File: src/rtl/dataflow_deadlock_monitor_if.sv
// Signal bundle between a dataflow chain observer and the deadlock monitor.
// Suffixes are from the monitor's point of view.
//   enable_i, clear_i            : monitoring control
//   blk_wr_i, blk_rd_i, proc_idle_i : per-process status flags
//   deadlock_o .. stall_cnt_o    : latched report and live persistence counter
// master = the side that drives the status flags, slave = the monitor.
interface dataflow_deadlock_monitor_if #(
   parameter int N_PROC = 3,
   parameter int CNT_W  = 8,
   parameter int IDX_W  = 2
);
   logic                enable_i;
   logic                clear_i;
   logic [N_PROC-1:0]   blk_wr_i;
   logic [N_PROC-1:0]   blk_rd_i;
   logic [N_PROC-1:0]   proc_idle_i;
   logic                deadlock_o;
   logic                detect_pulse_o;
   logic [1:0]          dl_kind_o;
   logic [IDX_W-1:0]    dl_origin_o;
   logic [N_PROC-1:0]   dl_snap_wr_o;
   logic [N_PROC-1:0]   dl_snap_rd_o;
   logic [CNT_W-1:0]    stall_cnt_o;

   modport master (
      output enable_i, clear_i, blk_wr_i, blk_rd_i, proc_idle_i,
      input  deadlock_o, detect_pulse_o, dl_kind_o, dl_origin_o,
             dl_snap_wr_o, dl_snap_rd_o, stall_cnt_o
   );

   modport slave (
      input  enable_i, clear_i, blk_wr_i, blk_rd_i, proc_idle_i,
      output deadlock_o, detect_pulse_o, dl_kind_o, dl_origin_o,
             dl_snap_wr_o, dl_snap_rd_o, stall_cnt_o
   );
endinterface

File: src/rtl/dataflow_deadlock_monitor.sv
// Deadlock monitor for an N_PROC-process linear dataflow chain. Observes
// per-process blocked/idle flags, detects adjacent mutual waits and
// whole-chain stalls, and latches a sticky report once a condition has
// persisted unchanged for TIMEOUT cycles. Purely an observer.
// Ports: clk_i (rising edge), rst_ni (async, active-low), mon_if (slave
// modport: control/status inputs, report outputs).
//
// state     | meaning
// ----------+---------------------------------------------------------
// IDLE      | no candidate condition in the samples
// SUSPECT   | candidate seen, counting cycles it stays unchanged
// DETECTED  | report latched; held until clear or reset
module dataflow_deadlock_monitor #(
   parameter int N_PROC    = 3,
   parameter int TIMEOUT   = 16,
   parameter int CNT_W     = 8,
   parameter int IDX_W     = 2,
   parameter int GLOBAL_EN = 1
) (
   input logic                    clk_i,
   input logic                    rst_ni,
   dataflow_deadlock_monitor_if.slave mon_if
);
   typedef enum logic [1:0] {ST_IDLE, ST_SUSPECT, ST_DETECTED} state_t;

   state_t              state_q, state_d;
   logic [N_PROC-1:0]   s_wr_q, s_rd_q, s_idle_q;
   logic [N_PROC-1:0]   cand_q, cand_d;
   logic [CNT_W-1:0]    cnt_q, cnt_d;
   logic                dl_q, dl_d;
   logic                pulse_q, pulse_d;
   logic [1:0]          kind_q, kind_d;
   logic [IDX_W-1:0]    origin_q, origin_d;
   logic [N_PROC-1:0]   snap_wr_q, snap_wr_d;
   logic [N_PROC-1:0]   snap_rd_q, snap_rd_d;

   logic [N_PROC-1:0]   cand;
   logic [IDX_W-1:0]    origin_calc;
   logic [CNT_W-1:0]    cnt_inc;

   // Idle processes never count as blocked; the global bit needs at least
   // one busy process and every process either idle or blocked.
   always_comb begin
      cand = '0;
      for (int i = 0; i < N_PROC-1; i++) begin
         cand[i] = s_wr_q[i] & s_rd_q[i+1] & ~s_idle_q[i] & ~s_idle_q[i+1];
      end
      cand[N_PROC-1] = (GLOBAL_EN != 0) & (|(~s_idle_q)) & (&(s_idle_q | s_wr_q | s_rd_q));
   end

   // Lowest pair wins; global-only reports point past the last pair.
   always_comb begin
      origin_calc = IDX_W'(N_PROC-1);
      for (int i = N_PROC-2; i >= 0; i--) begin
         if (cand[i]) origin_calc = IDX_W'(i);
      end
   end

   assign cnt_inc = cnt_q + CNT_W'(1);

   always_comb begin
      state_d   = state_q;
      cand_d    = cand_q;
      cnt_d     = cnt_q;
      dl_d      = dl_q;
      pulse_d   = 1'b0;
      kind_d    = kind_q;
      origin_d  = origin_q;
      snap_wr_d = snap_wr_q;
      snap_rd_d = snap_rd_q;
      if (mon_if.clear_i) begin
         state_d   = ST_IDLE;
         cand_d    = '0;
         cnt_d     = '0;
         dl_d      = 1'b0;
         kind_d    = '0;
         origin_d  = '0;
         snap_wr_d = '0;
         snap_rd_d = '0;
      end else if (!mon_if.enable_i) begin
         if (state_q != ST_DETECTED) begin
            state_d = ST_IDLE;
            cnt_d   = '0;
         end
      end else begin
         case (state_q)
            ST_IDLE: begin
               if (cand != '0) begin
                  state_d = ST_SUSPECT;
                  cnt_d   = CNT_W'(1);
                  cand_d  = cand;
               end
            end
            ST_SUSPECT: begin
               if (cand == '0) begin
                  state_d = ST_IDLE;
                  cnt_d   = '0;
               end else if (cand != cand_q) begin
                  cnt_d  = CNT_W'(1);
                  cand_d = cand;
               end else if (cnt_inc == CNT_W'(TIMEOUT)) begin
                  state_d   = ST_DETECTED;
                  cnt_d     = cnt_inc;
                  dl_d      = 1'b1;
                  pulse_d   = 1'b1;
                  kind_d    = {cand[N_PROC-1], |cand[N_PROC-2:0]};
                  origin_d  = origin_calc;
                  snap_wr_d = s_wr_q;
                  snap_rd_d = s_rd_q;
               end else begin
                  cnt_d = cnt_inc;
               end
            end
            ST_DETECTED: ;
            default: state_d = ST_IDLE;
         endcase
      end
   end

   always_ff @(posedge clk_i or negedge rst_ni) begin
      if (!rst_ni) begin
         state_q   <= ST_IDLE;
         s_wr_q    <= '0;
         s_rd_q    <= '0;
         s_idle_q  <= '0;
         cand_q    <= '0;
         cnt_q     <= '0;
         dl_q      <= 1'b0;
         pulse_q   <= 1'b0;
         kind_q    <= '0;
         origin_q  <= '0;
         snap_wr_q <= '0;
         snap_rd_q <= '0;
      end else begin
         state_q   <= state_d;
         s_wr_q    <= mon_if.blk_wr_i;
         s_rd_q    <= mon_if.blk_rd_i;
         s_idle_q  <= mon_if.proc_idle_i;
         cand_q    <= cand_d;
         cnt_q     <= cnt_d;
         dl_q      <= dl_d;
         pulse_q   <= pulse_d;
         kind_q    <= kind_d;
         origin_q  <= origin_d;
         snap_wr_q <= snap_wr_d;
         snap_rd_q <= snap_rd_d;
      end
   end

   assign mon_if.deadlock_o     = dl_q;
   assign mon_if.detect_pulse_o = pulse_q;
   assign mon_if.dl_kind_o      = kind_q;
   assign mon_if.dl_origin_o    = origin_q;
   assign mon_if.dl_snap_wr_o   = snap_wr_q;
   assign mon_if.dl_snap_rd_o   = snap_rd_q;
   assign mon_if.stall_cnt_o    = cnt_q;
endmodule

File: src/flat_wrapper.sv
// flat-port wrapper written by rule: the top's interface ports become plain ports
module dataflow_deadlock_monitor_flat 
#(
   parameter int N_PROC    = 3,
   parameter int TIMEOUT   = 16,
   parameter int CNT_W     = 8,
   parameter int IDX_W     = 2,
   parameter int GLOBAL_EN = 1
)
  (clk_i, rst_ni, mon_if_enable_i, mon_if_clear_i, mon_if_blk_wr_i, mon_if_blk_rd_i, mon_if_proc_idle_i, mon_if_deadlock_o, mon_if_detect_pulse_o, mon_if_dl_kind_o, mon_if_dl_origin_o, mon_if_dl_snap_wr_o, mon_if_dl_snap_rd_o, mon_if_stall_cnt_o);
  dataflow_deadlock_monitor_if #(.N_PROC(N_PROC), .CNT_W(CNT_W), .IDX_W(IDX_W)) mon_if_i ();
  input logic clk_i;
  input logic rst_ni;
  input wire logic [$bits(mon_if_i.enable_i)-1:0] mon_if_enable_i;
  input wire logic [$bits(mon_if_i.clear_i)-1:0] mon_if_clear_i;
  input wire logic [$bits(mon_if_i.blk_wr_i)-1:0] mon_if_blk_wr_i;
  input wire logic [$bits(mon_if_i.blk_rd_i)-1:0] mon_if_blk_rd_i;
  input wire logic [$bits(mon_if_i.proc_idle_i)-1:0] mon_if_proc_idle_i;
  output wire logic [$bits(mon_if_i.deadlock_o)-1:0] mon_if_deadlock_o;
  output wire logic [$bits(mon_if_i.detect_pulse_o)-1:0] mon_if_detect_pulse_o;
  output wire logic [$bits(mon_if_i.dl_kind_o)-1:0] mon_if_dl_kind_o;
  output wire logic [$bits(mon_if_i.dl_origin_o)-1:0] mon_if_dl_origin_o;
  output wire logic [$bits(mon_if_i.dl_snap_wr_o)-1:0] mon_if_dl_snap_wr_o;
  output wire logic [$bits(mon_if_i.dl_snap_rd_o)-1:0] mon_if_dl_snap_rd_o;
  output wire logic [$bits(mon_if_i.stall_cnt_o)-1:0] mon_if_stall_cnt_o;
  assign mon_if_i.enable_i = mon_if_enable_i;
  assign mon_if_i.clear_i = mon_if_clear_i;
  assign mon_if_i.blk_wr_i = mon_if_blk_wr_i;
  assign mon_if_i.blk_rd_i = mon_if_blk_rd_i;
  assign mon_if_i.proc_idle_i = mon_if_proc_idle_i;
  assign mon_if_deadlock_o = mon_if_i.deadlock_o;
  assign mon_if_detect_pulse_o = mon_if_i.detect_pulse_o;
  assign mon_if_dl_kind_o = mon_if_i.dl_kind_o;
  assign mon_if_dl_origin_o = mon_if_i.dl_origin_o;
  assign mon_if_dl_snap_wr_o = mon_if_i.dl_snap_wr_o;
  assign mon_if_dl_snap_rd_o = mon_if_i.dl_snap_rd_o;
  assign mon_if_stall_cnt_o = mon_if_i.stall_cnt_o;
  dataflow_deadlock_monitor #(.N_PROC(N_PROC), .TIMEOUT(TIMEOUT), .CNT_W(CNT_W), .IDX_W(IDX_W), .GLOBAL_EN(GLOBAL_EN)) u_core (.clk_i(clk_i), .rst_ni(rst_ni), .mon_if(mon_if_i));
endmodule
File: config.mk
export PLATFORM = sky130hd
export DESIGN_NAME = dataflow_deadlock_monitor_flat
export DESIGN_NICKNAME = d
export VERILOG_FILES = /design/src/rtl/dataflow_deadlock_monitor_if.sv /design/src/rtl/dataflow_deadlock_monitor.sv /design/src/flat_wrapper.sv
export SDC_FILE = /design/constraint.sdc
export NUM_CORES = 1
export LEC_CHECK = 0
export CORE_AREA = 5 5 63 65
export DETAILED_ROUTE_END_ITERATION = 8
export DIE_AREA = 0 0 68 70
export GPL_TIMING_DRIVEN = 0
export HOLD_SLACK_MARGIN = 0.05
export PLACE_DENSITY = 0.76
export RECOVER_POWER = 100
export SLEW_MARGIN = 20
export SYNTH_ARGS = -nofsm -noshare
export SYNTH_HDL_FRONTEND = slang
export SYNTH_SLANG_ARGS = --single-unit
File: constraint.sdc
create_clock -name clk_i -period 2.94 [get_ports clk_i]
set_clock_uncertainty 0.05 [all_clocks]
set_input_delay 0.294 -clock clk_i [delete_from_list [all_inputs] [get_ports clk_i]]
set_output_delay 0.294 -clock clk_i [all_outputs]
set_load 0.1 [all_outputs]
Word-level counts from Yosys, hierarchy flattened
Cells that the tools add are included.
{ "classes": {"n_reduce_logical": 15, "bitwise_logic": 13, "n_eq_ne": 15, "add_sub_neg": 1, "n_mux": 59} }
{ "op_table": {"columns": ["op", "count"], "rows": [
  ["two-way mux 3 bit", 17],
  ["two-way mux 8 bit", 6],
  ["two-way mux 2 bit", 21],
  ["one-hot mux 8 bit (2 select lines)", 1],
  ["AND reduction 5 bit", 3],
  ["two-way mux 1 bit", 12],
  ["nonzero test 3 bit", 3],
  ["adder 8 x 1 -> 8 bit (second input constant)", 1],
  ["equality test 8 x 5 -> 1 bit (second input constant)", 1],
  ["AND 1 bit", 7],
  ["!= test 2 bit (second input constant)", 3],
  ["!= test 3 x 2 -> 1 bit (second input constant)", 2],
  ["!= test 3 bit (second input constant)", 2],
  ["OR 3 bit", 2],
  ["one-hot mux 2 bit (3 select lines)", 1],
  ["one-hot mux 3 bit (2 select lines)", 1],
  ["AND reduction 3 bit", 2],
  ["nonzero test 2 bit", 3],
  ["!= test 5 x 3 -> 1 bit (second input constant)", 1],
  ["!= test 5 x 4 -> 1 bit (second input constant)", 1],
  ["!= test 4 x 1 -> 1 bit (second input constant)", 1],
  ["!= test 4 x 3 -> 1 bit (second input constant)", 1],
  ["logical NOT 3 bit", 1],
  ["!= test 3 bit", 1],
  ["other kinds (7)", 9]
]} }
{ "totals": {"register_bits": 34, "input_bits": 13, "output_inout_bits": 20, "wordCells": 115} }

Depth between registers and ports, before layout
{ "logic_depth": {"ltp_word": 11, "ltp_mapped": 8, "mapped_depth_nobuf": 7} }

Worst setup path before layout
OpenSTA, ideal clock, no wires.
{ "synth_timing": {"kind": "flip-flop to flip-flop", "start": "register u_core.cnt_q[1] (netlist: u_core.mon_if.stall_cnt_o[1])", "end": "register u_core.kind_q[1] (netlist: u_core.mon_if.dl_kind_o[1])", "setup_ps": 132, "path_stages_with_launch": 9, "path_buffers": 1, "setup_slack_ps": 295, "t_arrival_ps": 2463, "cell_sequence": "dfrtp_1 > ha_1 > nand2_1 > nor4_1 > o21ai_0 > a2111oi_4 > buf_6 > mux2i_1 > nor2_1"} }
{ "synth_via": {"elab_chain_cells": 4} }
{ "synth_lines": {"columns": ["item", "line_no", "rtl"], "rows": [
  ["from (decl)", "dataflow_deadlock_monitor.sv:29", "logic [CNT_W-1:0] cnt_q, cnt_d;"],
  ["from (signal assigned)", "dataflow_deadlock_monitor.sv:140", "cnt_q <= cnt_d;"],
  ["adder 8 x 1 -> 8 bit", "dataflow_deadlock_monitor.sv:59", "assign cnt_inc = cnt_q + CNT_W'(1);"],
  ["equality test 8 x 5 -> 1 bit", "dataflow_deadlock_monitor.sv:101", "end else if (cnt_inc == CNT_W'(TIMEOUT)) begin"],
  ["nonzero test 2 bit (no source line)", null, null],
  ["AND reduction 5 bit (no source line)", null, null],
  ["to (signal assigned)", "dataflow_deadlock_monitor.sv:143", "kind_q <= kind_d;"],
  ["to (decl)", "dataflow_deadlock_monitor.sv:32", "logic [1:0] kind_q, kind_d;"]
]} }
Every way passes these cells.
A chain may end at the register's enable or synchronous reset.

Worst setup path after layout
{ "layout_timing": {"start": "register u_core.s_idle_q[2]", "end": "register u_core.origin_q[0] (netlist: u_core.mon_if.dl_origin_o[0])"} }
{ "layout_via": {"elab_chain_cells": 10, "elab_cells_between_ends": 21, "classes_between": "eq/ne (3); mux (8); bitwise (6); reduce/logical (4)"} }
{ "layout_lines": {"columns": ["item", "line_no", "rtl"], "rows": [
  ["from (decl)", "dataflow_deadlock_monitor.sv:27", "logic [N_PROC-1:0] s_wr_q, s_rd_q, s_idle_q;"],
  ["from (signal assigned)", "dataflow_deadlock_monitor.sv:138", "s_idle_q <= mon_if.proc_idle_i;"],
  ["NOT 1 bit", "dataflow_deadlock_monitor.sv:46", "cand[i] = s_wr_q[i] & s_rd_q[i+1] & ~s_idle_q[i] & ~s_idle_q[i+1];"],
  ["AND 1 bit", "dataflow_deadlock_monitor.sv:46", null],
  ["two-way mux 2 bit (2 in a row)", "dataflow_deadlock_monitor.sv:55", "if (cand[i]) origin_calc = IDX_W'(i);"],
  ["two-way mux 2 bit", "dataflow_deadlock_monitor.sv:101", null],
  ["two-way mux 2 bit", "dataflow_deadlock_monitor.sv:98", "end else if (cand != cand_q) begin"],
  ["two-way mux 2 bit", "dataflow_deadlock_monitor.sv:95", "if (cand == '0) begin"],
  ["two-way mux 2 bit", "dataflow_deadlock_monitor.sv:86", "case (state_q)"],
  ["two-way mux 2 bit", "dataflow_deadlock_monitor.sv:80", "end else if (!mon_if.enable_i) begin"],
  ["two-way mux 2 bit", "dataflow_deadlock_monitor.sv:71", "if (mon_if.clear_i) begin"],
  ["to (signal assigned)", "dataflow_deadlock_monitor.sv:144", "origin_q <= origin_d;"],
  ["to (decl)", "dataflow_deadlock_monitor.sv:33", "logic [IDX_W-1:0] origin_q, origin_d;"]
]} }
Several ways; a longest one is shown, not always the timed one. The select of a mux whose other input is x is not followed.

==> metrics.csv <==
stage;metric;value;unit
clocking;clk_pin_slew;0.11;ns
clocking;clk_path_buf_depth;2;
logic_synthesis;postSynthAreaPerCell;10.6;um^2
grt;antenna_found_initial;0;
setup_path;critPathKind;register to register;
clocking;clk_latency;0.34;ns
die;rows;21;
die;die_x;68;um
logic_synthesis;synth_commonest_cells;dfrtp_1, nor2_1, inv_1, mux2i_1, o21ai_0;
pwr;powerDensity;413;mW/mm^2
timing;finalHoldViolCount;0;
grt;grt_overflow;0;
logic_synthesis;synth_cell_types;36;
detailed_routing;drtIter0Drc;118;
setup_path;crit_arrival;2.67;ns
finish;fill_cells;290;
die;num_io_pins;33;
logic_synthesis;synthFlopType;dfrtp_1;
clocking;post_cts_buffers;0;
grt;grt_util_all_layers;16.9;%
place;io_buffers;31;
logic_synthesis;syn-cell-area;0.00159;mm^2
timing;period_needed;2.50;ns
timing;setup_viol;0;
logic_synthesis;yosys_warnings;0;
logic_synthesis;ys_async_sr_fraction;100;%
flow_run;maxCapViolCount;1;
grt;grt_pass1_vias;1367;
timing;slew_headroom;-15.4;%
finish;drive_gt1_share;6.84;%
clocking;cts_tree;built;
setup_path;reg2reg_from;u_core.s_idle_q[2]$_DFF_PN0_;
die;die-area;0.00476;mm^2
finish;final_core_util;61.2;%
grt;grt_max_degree;35;
pwr;p_leak;0.876;nW
hold_path;min_path_cells;4;
place;gp_congestion;0.871;
logic_synthesis;yosysMostFrequentCell;dfrtp_1;
setup_path;reg2reg_depth;7;
logic_synthesis;synth-edff-count;0;
hold_path;hold_path_class;input pin to register;
finish;antennaDiodeCount;0;
logic_synthesis;yosysTopAreaCellShare;53.5;%
timing;final.setup.tns;0;ns
grt;grt_pass1_wl;6180;um
timing;fmax;400;MHz
finish;area_delta_synth_final;26.3;%
setup_path;cp.required;3.11;ns
outcome;violations;max-capacitance violations, max-slew violations;
logic_synthesis;synth_nets;164;
clocking;cts_made_buffers;5;
setup_path;cp-start-kind;register;
clocking;clkSinkCount;34;
detailed_routing;drcViolationCount;0;
detailed_routing;routed_wl;3460;um
clocking;htreeDepth;2;
die;floorplan.initialDensity;48.5;%
setup_path;cp_max_fo;10;
die;fp.dieH;70;um
logic_synthesis;yosysTopAreaCell;dfrtp_1;
logic_synthesis;synth_area_leaders;dfrtp_1, mux2i_1, nor2_1;
detailed_routing;via_count;1311;
outcome;outcome;finished with violations;
logic_synthesis;synth_seq_cells;34;
detailed_routing;vias_per_cell;5.56;
pwr;max-vdd-ir-drop;0.000329;V
setup_path;end_kind;register;
logic_synthesis;yosysSeqAreaShare;53.5;%
clocking;cts_root_buf;clkbuf_4;
place;hpwl;2660;um
timing;finalCritPeriodShare;85.0;%
die;core-area;0.00328;mm^2
logic_synthesis;synth_cells;150;
clocking;cts_resized;0;
timing;worst_pin_slew;1.73;ns
hold_path;holdCritStartpoint;mon_if_clear_i;
timing;rsz0062_at_grt;no;
detailed_routing;ant_nets;0;
setup_path;cp-startpoint;u_core.s_idle_q[2]$_DFF_PN0_;
detailed_routing;dr.pass1.iters;4;
finish;fin_nets;203;
timing;slew_viol_final;35;
detailed_routing;wl_per_cell;14.6;um
cell families after synthesis:
logic type	count (synthesis)	share of synthesized area, %
flops	34	53.5
xor+xnor	5	2.75
compound gates	31	14.4
fa+ha+maj	1	0.786
buf+inv	13	3.54
mux	9	5.66
simple gates	57	19.4
cell usage in the layout (no fill, tap or decap), drive strengths merged, types with 3 or more instances in the layout:
cell type,instances
dfrtp,34
dlygate4sd3,30
nor2,19
clkbuf,11
inv,9
mux2i,9
o21ai,8
nand3,7
nand2,5
xnor2,4
and3,4
nor3,4
o22ai,4
nor3b,4
nor4,3
or3,3
a21oi,3
o211ai,3
o31ai,3
metrics by stage:
stage               setup slack (ns)  cell area (um^2)  hold slack, ns  total power [mW]  std cells
floorplan                      0.295              1590         -0.0516             0.537        150
global placement               0.533              1960           0.429             0.573        227
detailed placement             0.495              1950           0.344             0.575        227
CTS                            0.480              2020           0.321             0.844        236
global route                   0.290              2010           0.430             0.867        236
finish                         0.440              2010           0.413             0.830        236
per-layer routing:
metal  wire, um  track usage, %  part of all wire (%)  vias to the layer above
met4         57            5.96                   1.6                        0
li1           -               -                     -                      614
met2       1740            27.7                    50                       33
met5          0               0                     0                        -
met1       1470            20.2                    42                      657
met3        192            5.77                   5.6                        7
power by group:
part           leakage (nW)  switching (mW)  internal, mW
sequential            0.452         0.00964         0.477
combinational         0.388          0.0494        0.0266
clock                0.0353           0.151         0.116
total                 0.876           0.210         0.619
path summary, 6_finish.rpt:
path	to	slack [ns]
setup / recovery	u_core.mon_if.dl_origin_o[0]$_DFFE_PN0P_	0.44
hold / removal	u_core.cand_q[0]$_DFFE_PN0P_	0.41
setup reg to reg	u_core.mon_if.dl_origin_o[0]$_DFFE_PN0P_	0.44
hold reg to reg	u_core.mon_if.dl_snap_rd_o[0]$_DFFE_PN0P_	0.47
max in group asynchronous	u_core.mon_if.stall_cnt_o[6]$_DFFE_PN0P_	0.95
min in group asynchronous	u_core.cand_q[0]$_DFFE_PN0P_	0.88
sequential cells by signal, indices dropped and copies added, names as in the netlist:
signal / cells
u_core.mon_if.stall_cnt_o: 8
u_core.cand_q: 3
u_core.mon_if.dl_snap_rd_o: 3
u_core.mon_if.dl_snap_wr_o: 3
u_core.s_idle_q: 3
u_core.s_rd_q: 3
u_core.s_wr_q: 3
u_core.mon_if.dl_kind_o: 2
u_core.mon_if.dl_origin_o: 2
u_core.state_q: 2
u_core.mon_if.deadlock_o: 1
u_core.mon_if.detect_pulse_o: 1
layout make-up:
cell class / instances / area, um^2 / share of cell area (%)
multi-input combinational: 103 / 672 / 33.4
sequential: 34 / 851 / 42.3
timing repair buffer: 32 / 314 / 15.6
clock buffer: 7 / 55.1 / 2.74
clock inverter: 1 / 5.00 / 0.249
tap: 46 / 57.6 / 2.86
inverter: 9 / 33.8 / 1.68
buffer: 4 / 22.5 / 1.12
worst max-delay path, cell delays in order, from the launching register on:
cell       delay [ns]
dfrtp_1          0.42
nand4bb_1        0.31
nor2b_1          0.27
a211o_1          0.36
a2111oi_4        0.50
buf_6            0.22
mux2i_1          0.21
nor2_1           0.05
timing repair:
| action | 4_1_cts | 5_1_grt |
|---|---|---|
| hold endpoints to repair | 34 | 0 |
| hold buffers | 1 | 0 |
| endpoints found under the setup margin | 0 | 0 |
Note: power is estimated with default switching activity, not from simulation.
